### config.mk
export PLATFORM = sky130hd
export DESIGN_NAME = bsg_fifo_1r1w_tracked_ar
export DESIGN_NICKNAME = d
export VERILOG_FILES = /design/src/rtl/bsg_fifo_pkg.sv /design/src/rtl/bsg_fifo_tracker_ar.sv /design/src/rtl/bsg_fifo_1r1w_tracked_ar.sv
export SDC_FILE = /design/constraint.sdc
export NUM_CORES = 1
export LEC_CHECK = 0
export ABC_AREA = 1
export BUFFER_PORTS_ARGS = -buffer_cell sky130_fd_sc_hd__buf_2
export CORE_AREA = 2 2 101 103
export DETAILED_ROUTE_END_ITERATION = 7
export DIE_AREA = 0 0 103 105
export PLACE_DENSITY = 0.72
export SYNTH_ARGS = -nofsm -noshare
export SYNTH_HDL_FRONTEND = slang
export SYNTH_SLANG_ARGS = --single-unit
### constraint.sdc
create_clock -name clk_i -period 3.6 [get_ports clk_i]
set_input_delay 0.72 -clock clk_i [delete_from_list [all_inputs] [get_ports clk_i]]
set_output_delay 0.72 -clock clk_i [all_outputs]
set_load 0.05 [all_outputs]
### src/rtl/bsg_fifo_pkg.sv
// Shared definitions for the async-reset FIFO family: last-operation
// encoding and the safe clog2 used to size pointers and counters.
package bsg_fifo_pkg;

  typedef enum logic {
    e_last_deq = 1'b0,
    e_last_enq = 1'b1
  } last_op_e;

  // clog2 that never returns 0, so a depth of 1 still gets a 1-bit field
  function automatic int clog2_safe(input int n);
    return (n <= 1) ? 1 : $clog2(n);
  endfunction

endpackage

### src/rtl/bsg_fifo_tracker_ar.sv
// Read/write pointer pair with last-op flag; derives full/empty when the
// pointers coincide. Asynchronous active-low reset.
module bsg_fifo_tracker_ar
  import bsg_fifo_pkg::*;
#(
  parameter int els_p        = 4,
  parameter int ptr_width_lp = clog2_safe(els_p)
) (
  input  logic                    clk_i,
  input  logic                    reset_n_i,
  input  logic                    enq_i,
  input  logic                    deq_i,
  output logic [ptr_width_lp-1:0] wptr_r_o,
  output logic [ptr_width_lp-1:0] rptr_r_o,
  output logic                    full_o,
  output logic                    empty_o
);

  localparam logic [ptr_width_lp-1:0] last_ptr_lp = ptr_width_lp'(els_p - 1);

  logic [ptr_width_lp-1:0] wptr_r;
  logic [ptr_width_lp-1:0] rptr_r;
  last_op_e                last_op_r;
  logic                    ptr_eq;

  // Explicit wrap at els_p-1 so non-power-of-two depths step correctly
  function automatic logic [ptr_width_lp-1:0] ptr_next(input logic [ptr_width_lp-1:0] p);
    return (p == last_ptr_lp) ? '0 : p + ptr_width_lp'(1);
  endfunction

  // Pointer advance and last-op capture; the flag only moves on activity
  always_ff @(posedge clk_i or negedge reset_n_i) begin
    if (!reset_n_i) begin
      wptr_r    <= '0;
      rptr_r    <= '0;
      last_op_r <= e_last_deq;
    end else begin
      if (enq_i) wptr_r <= ptr_next(wptr_r);
      if (deq_i) rptr_r <= ptr_next(rptr_r);
      if (enq_i)      last_op_r <= e_last_enq;
      else if (deq_i) last_op_r <= e_last_deq;
    end
  end

  assign ptr_eq   = (wptr_r == rptr_r);
  assign full_o   = ptr_eq && (last_op_r == e_last_enq);
  assign empty_o  = ptr_eq && (last_op_r == e_last_deq);
  assign wptr_r_o = wptr_r;
  assign rptr_r_o = rptr_r;

endmodule

### src/rtl/bsg_fifo_1r1w_tracked_ar.sv
// One-read/one-write FIFO: register-array payload store, valid/ready in,
// valid/yumi out, occupancy counter. No bypass: a new entry is visible
// on data_o the cycle after it is written.
module bsg_fifo_1r1w_tracked_ar
  import bsg_fifo_pkg::*;
#(
  parameter int width_p = 32,
  parameter int els_p   = 4
) (
  input  logic                                clk_i,
  input  logic                                reset_n_i,
  input  logic                                v_i,
  input  logic [width_p-1:0]                  data_i,
  output logic                                ready_o,
  output logic                                v_o,
  output logic [width_p-1:0]                  data_o,
  input  logic                                yumi_i,
  output logic [clog2_safe(els_p+1)-1:0]      count_o,
  output logic                                full_o,
  output logic                                empty_o
);

  localparam int ptr_width_lp   = clog2_safe(els_p);
  localparam int count_width_lp = clog2_safe(els_p + 1);

  logic [ptr_width_lp-1:0]   wptr;
  logic [ptr_width_lp-1:0]   rptr;
  logic                      full;
  logic                      empty;
  logic                      enq;
  logic                      deq;
  logic [count_width_lp-1:0] count_r;
  logic [count_width_lp-1:0] ptr_occ;
  logic [width_p-1:0]        mem_r [els_p];

  assign enq = v_i && !full;
  assign deq = yumi_i;

  bsg_fifo_tracker_ar #(
    .els_p        (els_p),
    .ptr_width_lp (ptr_width_lp)
  ) tracker (
    .clk_i     (clk_i),
    .reset_n_i (reset_n_i),
    .enq_i     (enq),
    .deq_i     (deq),
    .wptr_r_o  (wptr),
    .rptr_r_o  (rptr),
    .full_o    (full),
    .empty_o   (empty)
  );

  // Payload write; storage is deliberately left out of reset
  always_ff @(posedge clk_i) begin
    if (enq) mem_r[wptr] <= data_i;
  end

  // Occupancy counter; simultaneous enq/deq leaves it unchanged
  always_ff @(posedge clk_i or negedge reset_n_i) begin
    if (!reset_n_i) begin
      count_r <= '0;
    end else if (enq && !deq) begin
      count_r <= count_r + count_width_lp'(1);
    end else if (deq && !enq) begin
      count_r <= count_r - count_width_lp'(1);
    end
  end

  // Occupancy as implied by the pointer pair, used to cross-check count_r
  always_comb begin
    ptr_occ = '0;
    if (full)              ptr_occ = count_width_lp'(els_p);
    else if (wptr >= rptr) ptr_occ = count_width_lp'(wptr - rptr);
    else                   ptr_occ = count_width_lp'(els_p) - count_width_lp'(rptr - wptr);
  end

  assign data_o  = mem_r[rptr];
  assign v_o     = !empty;
  assign ready_o = !full;
  assign full_o  = full;
  assign empty_o = empty;
  assign count_o = count_r;

  a_no_yumi_when_empty : assert property (@(posedge clk_i) disable iff (!reset_n_i)
    !(yumi_i && !v_o));

  a_count_matches_ptrs : assert property (@(posedge clk_i) disable iff (!reset_n_i)
    count_r == ptr_occ);

endmodule

# After elaboration in Yosys (flattened, before gate mapping)

Memory sizes are Yosys's and may differ from the RTL's.
Index checks and enable logic that the tools add are counted.
Widths: inputs -> output; s select.

Output and inout bits: 39
Bits in writable memories: 128
Bits in registers: 8
Memories: 1
Input port bits: 36
Word-level logic and storage cells: 32

$add $sub $neg: 4
Muxes and demuxes: 8
Reductions and logical operators: 11
Equality and inequality tests: 3
Bitwise gates (word level): 1

Memory list:

| memory | depth | width | read ports | clocked after Yosys merged registers in | wr ports | RTL line                       | text |
|---|---|---|---|---|---|---|---|
| mem_r  | 4     | 32    | 1          | 0                                       | 1        | bsg_fifo_1r1w_tracked_ar.sv:34 | `logic [width_p-1:0] mem_r [els_p];` |

Operators by type and width:

| kind                | number |
|---|---|
| $mux 3              | 2 |
| $logic_and 1x1->1   | 5 |
| $add 2x1->2 const B | 2 |
| $eq 2x2->1 const B  | 2 |
| $logic_not 1->1     | 4 |
| $mux 1              | 4 |
| $mux 2              | 2 |
| $reduce_bool 2->1   | 2 |
| $add 3x1->3 const B | 1 |
| $sub 3x1->3 const B | 1 |
| $eq 2x2->1          | 1 |
| $not 1->1           | 1 |

# Depth between registers and ports, before layout

Depth in word-level cells: 8
Depth in mapped cells: 12
Gate-level depth less buffers: 12

# By module

From an unflattened synthesis, not the netlist that was laid out.

Cells, all modules: 432
Area total of the unflattened synthesis: 5596.6 um^2

By module, submodules not included:

| module                   | times used | area an instance (um^2) | seq. area each (um^2) | cells an instance |
|---|---|---|---|---|
| bsg_fifo_1r1w_tracked_ar | 1          | 5351.4                  | 3918.8                | 404 |
| bsg_fifo_tracker_ar      | 1          | 245.2                   | 125.1                 | 28 |

# Worst setup path before layout

OpenSTA, ideal clock, no wires.

Path kind: register -> register
Start: reg tracker.rptr_r[0], in the netlist tracker.rptr_r_o[0]
End: mem mem_r[3][0], enable pin
Period minus slack after synthesis: 2.807 ns
Data required time: 3.179 ns
Cell stages (with the launch flop): 7
Arrival: 2.385 ns
Library setup time: 0.421 ns
Slack: 0.793 ns
Buffers on the path: 1
Cells stage by stage: dfrtp_1 buf_4 nand2_1 nand2_2 nand3_4 nand2_4 nor2_1

Word-level cells in the longest chain between the ends: 6

Ends and longest elaborated chain:

| item                         | RTL line                       | text |
|---|---|---|
| start, declared              | bsg_fifo_tracker_ar.sv:22      | `logic [ptr_width_lp-1:0] rptr_r;` |
| start signal, assigned       | bsg_fifo_tracker_ar.sv:39      | `if (deq_i) rptr_r <= ptr_next(rptr_r);` |
| $eq 2x2->1                   | bsg_fifo_tracker_ar.sv:45      | `assign ptr_eq = (wptr_r == rptr_r);` |
| $logic_and 1x1->1            | bsg_fifo_tracker_ar.sv:46      | `assign full_o = ptr_eq && (last_op_r == e_last_enq);` |
| $logic_not 1->1              | n/a                            |  |
| via ready_o                  | bsg_fifo_1r1w_tracked_ar.sv:14 | `output logic ready_o,` |
| $logic_and 1x1->1            | bsg_fifo_1r1w_tracked_ar.sv:36 | `assign enq = v_i && !full;` |
| $mux 1                       | bsg_fifo_1r1w_tracked_ar.sv:55 | `if (enq) mem_r[wptr] <= data_i;` |
| $mux 1 (implied by the code) | bsg_fifo_1r1w_tracked_ar.sv:55 |  |
| end, declared                | bsg_fifo_1r1w_tracked_ar.sv:34 |  |

The timed path passes the listed nets, and every way through them passes these cells.

# Worst setup path in the final report

Start: reg tracker.rptr_r[0], in the netlist tracker.rptr_r_o[0]
End: out data_o[11]

Word-level cells in the longest chain between the ends: 1

Ends and longest elaborated chain:

| item          | RTL line                       | text |
|---|---|---|
| $mem_v2 4x32  | n/a                            |  |
| end, declared | bsg_fifo_1r1w_tracked_ar.sv:16 | `output logic [width_p-1:0] data_o,` |

No other way between the ends.

==> reports/results.txt <==
die area: 10,800 um^2
Starting Density: 0.543
outcome: finished, final reports clean
Final Max Tran Viols: 0
CTS Buffer Depth: 2
crit path max fanout: 46
Final Non-Filler Cells: 596
Root Buffer: clkbuf_8
nets: 494
P&R area growth vs syn: 20.7%
depth of the CTS H-tree: 4
Placement Setup Slack: 0.793 ns
proportion of synthesized area in mux cells: 0.00215
vias in the first global route: 3,182
register area share after synthesis: 0.773
Sink Count: 136
multi-input logic area: 1080 um^2
initial antenna violation count: 0
Post-Syn Area: 5230 um^2
DR vias/cell: 5.28
starting DRC count in detailed routing: 162
Total GRT Usage: 0.198
Buffers on Ports: 74
worst setup path category: register to output pin
CP max stage delay: 0.61 ns
max_slew headroom: 0.634
HP Class: input pin to asynchronous set/reset pin
GP Congestion: 0.753
YS warnings: 0
largest family of logic cells by synthesized area: compound AO/OA/AOI/OAI gates
Synth cell types: 22
worst-margin pin slew: 0.547 ns
hpwl dp: 5.99 mm
Worst-Skew Late Latency: 0.51 ns
Final setup viols: 0
Boundary Pins: 75
fill count: 683
setup TNS: 0 ns
GRT overflow: 0
Synth Area in Adders: 0.0206
Peak VDD IR: 0.549 mV
DP Area: 5770 um^2
Antenna Cells: 0
Die Height: 105 um
Setup Buffers After CTS: 0
post-CTS sizing: 0
share of post-route cells with drive strength above 1: 0.268
Syn Inst Count: 369
Pleak: 2.30 nW
TritonCTS Buffers: 17
syn_nets: 413
Crit. End Element: output pin
Hold Buf Count CTS: 0
Synth Register Bits: 136
Residual DRC: 0
Post-Synth XOR/XNOR Area: 0.00502
CTS tree: yes
DIE WIDTH: 103 um
Period minus WS final: 3.28 ns
RSZ-0062 raised after global routing: false
CP Launch Type: register
row count: 36
Finished Cell Area: 6320 um^2
Reg area: 4050 um^2
Worst Path Arrival: 2.56 ns
Std-Cell Core Area: 9640 um^2
Hold Fails Final Rpt: 0
Cell Chain, Critical Path: inv_2, buf_4, nor2_1, o22ai_1, buf_2
Reg clk slew, reported paths: 0.06 ns
Worst Path Required: 2.88 ns
Slowest-stage cell, CP: dfrtp_2
post-synthesis simple-gate area fraction: 0.0689
Max-Cap Viols: 0
Vias: 3,149
placed cell count: 564
largest net degree at the start of global routing: 47
Routed WL per cell: 16.7 um
Antenna Violating Nets Remaining: 0
reg2reg path depth: 10
DRT Pass-1 Iters: 4
first-pass GRT wire length: 15.7 mm
f_max: 305 MHz
Power Density: 988 nW/um^2
Clock Skew: 0.0109 ns
syn avg cell area: 14.2 um^2
DRT Wirelength: 9.96 mm
final worst slack: 0.317 ns
post-synthesis compound-gate area fraction: 0.104
final period utilization: 0.912
## metal layers
metal / vias to the layer above / routed length (um) / global-route usage
li1: 1523 / - / -
met1: 1507 / 4030 / 0.246
met2: 113 / 5160 / 0.320
met3: 6 / 681 / 0.0635
met4: 0 / 91 / 0.0808
met5: - / 0 / 0
## cells in the final DEF, fill, tap and decap left out
cell type	synthesis	routed
nor2_1	71	67
buf_2	7	74
clkinv_2	0	1
clkbuf_8	0	1
nand3b_1	1	1
nand2_1	11	11
a21boi_0	1	1
clkinv_4	0	2
nor2_4	0	4
edfxtp_1	128	128
inv_8	0	4
o21ai_0	67	67
ha_1	7	7
inv_1	12	12
nand2_4	1	1
nand3_1	2	2
nand2_2	1	1
xor2_1	1	1
nand3_4	1	1
mux2_2	1	1
xnor2_1	2	2
dfrtp_2	0	1
inv_6	0	5
inv_2	1	1
o22ai_1	32	32
fa_1	1	1
clkinvlp_4	0	3
buf_4	2	8
dfrtp_1	8	7
clkbuf_16	0	16
## critical path: cells and delay by family, from the launching register on
family / cells / cell delay (ns)
buffers and inverters: 3 / 1.11
flip-flops: 1 / 0.61
AO/OA/AOI/OAI: 1 / 0.24
AND/OR/NAND/NOR: 1 / 0.09
## synth_stat cells
| cell type | number | share of area |
|---|---|---|
| nand2_1 | 11 | 0.0079 |
| nand3_1 | 2 | 0.0019 |
| buf_2 | 7 | 0.0067 |
| inv_2 | 1 | 0.00072 |
| xnor2_1 | 2 | 0.0033 |
| clkbuf_1 | 11 | 0.0079 |
| nor2_1 | 71 | 0.051 |
| ha_1 | 7 | 0.017 |
| o21ai_0 | 67 | 0.064 |
| buf_4 | 2 | 0.0029 |
| a21boi_0 | 1 | 0.0014 |
| o22ai_1 | 32 | 0.038 |
| edfxtp_1 | 128 | 0.73 |
| nand2_2 | 1 | 0.0012 |
| nand3b_1 | 1 | 0.0014 |
| dfrtp_1 | 8 | 0.038 |
| nand3_4 | 1 | 0.0033 |
| xor2_1 | 1 | 0.0017 |
| inv_1 | 12 | 0.0086 |
| mux2_2 | 1 | 0.0022 |
| fa_1 | 1 | 0.0038 |
| nand2_4 | 1 | 0.0022 |
## registers in the layout, summed over array words and instances (netlist names)
register and cells:
count_o 3, mem_r 128, tracker.last_op_r 1, tracker.rptr_r_o 2
tracker.wptr_r_o 2
## through the flow
stage	util	power [W]	hold WS (ns)
2_1_floorplan	-	0.00410	0.424
3_3_place_gp	0.599	0.00468	0.456
3_5_place_dp	0.599	0.00472	0.467
4_1_cts	0.655	0.00630	0.0350
5_1_grt	0.655	0.00656	0.0293
6_report	0.655	0.00624	0.0535
## final timing paths
check                                                start                               to  slack [ns]
max                        tracker.rptr_r_o[0]$_DFFE_PN0P_                       data_o[11]        0.32
min                                              reset_n_i           count_o[1]$_DFFE_PN0P_        0.05
max reg2reg                tracker.rptr_r_o[0]$_DFFE_PN0P_           count_o[1]$_DFFE_PN0P_        0.80
min reg2reg                         count_o[2]$_DFFE_PN0P_           count_o[2]$_DFFE_PN0P_        0.47
max in group asynchronous                        reset_n_i  tracker.rptr_r_o[0]$_DFFE_PN0P_        3.35
min in group clk_i                              data_i[23]           mem_r[1][23]$_DFFE_PP_        0.42
## power by group
group	internal (W)	switching [W]	total, W
Combinational	0.000548	0.00190	0.00244
Clock	0.000875	0.000704	0.00158
Sequential	0.00208	0.000136	0.00222
## cell families (layout without fill, tap and decap cells)
logic type / after synthesis / in the layout
buffers and inverters: 33 / 127
adders and majority gates: 8 / 8
and+or+nand+nor: 88 / 88
xor gates and xnor gates: 3 / 3
AOI/OAI and AO/OA: 100 / 100
muxes: 1 / 1
DFF: 136 / 136
## cell type report
type,count,area share
Sequential cell,136,0.640
Inverter,13,0.00772
Clock buffer,17,0.0656
Clock inverter,15,0.0212
Timing Repair Buffer,82,0.0681
Tap cell,133,0.0263
Multi-Input combinational cell,200,0.171
Power figures use the tool's default switching activity.
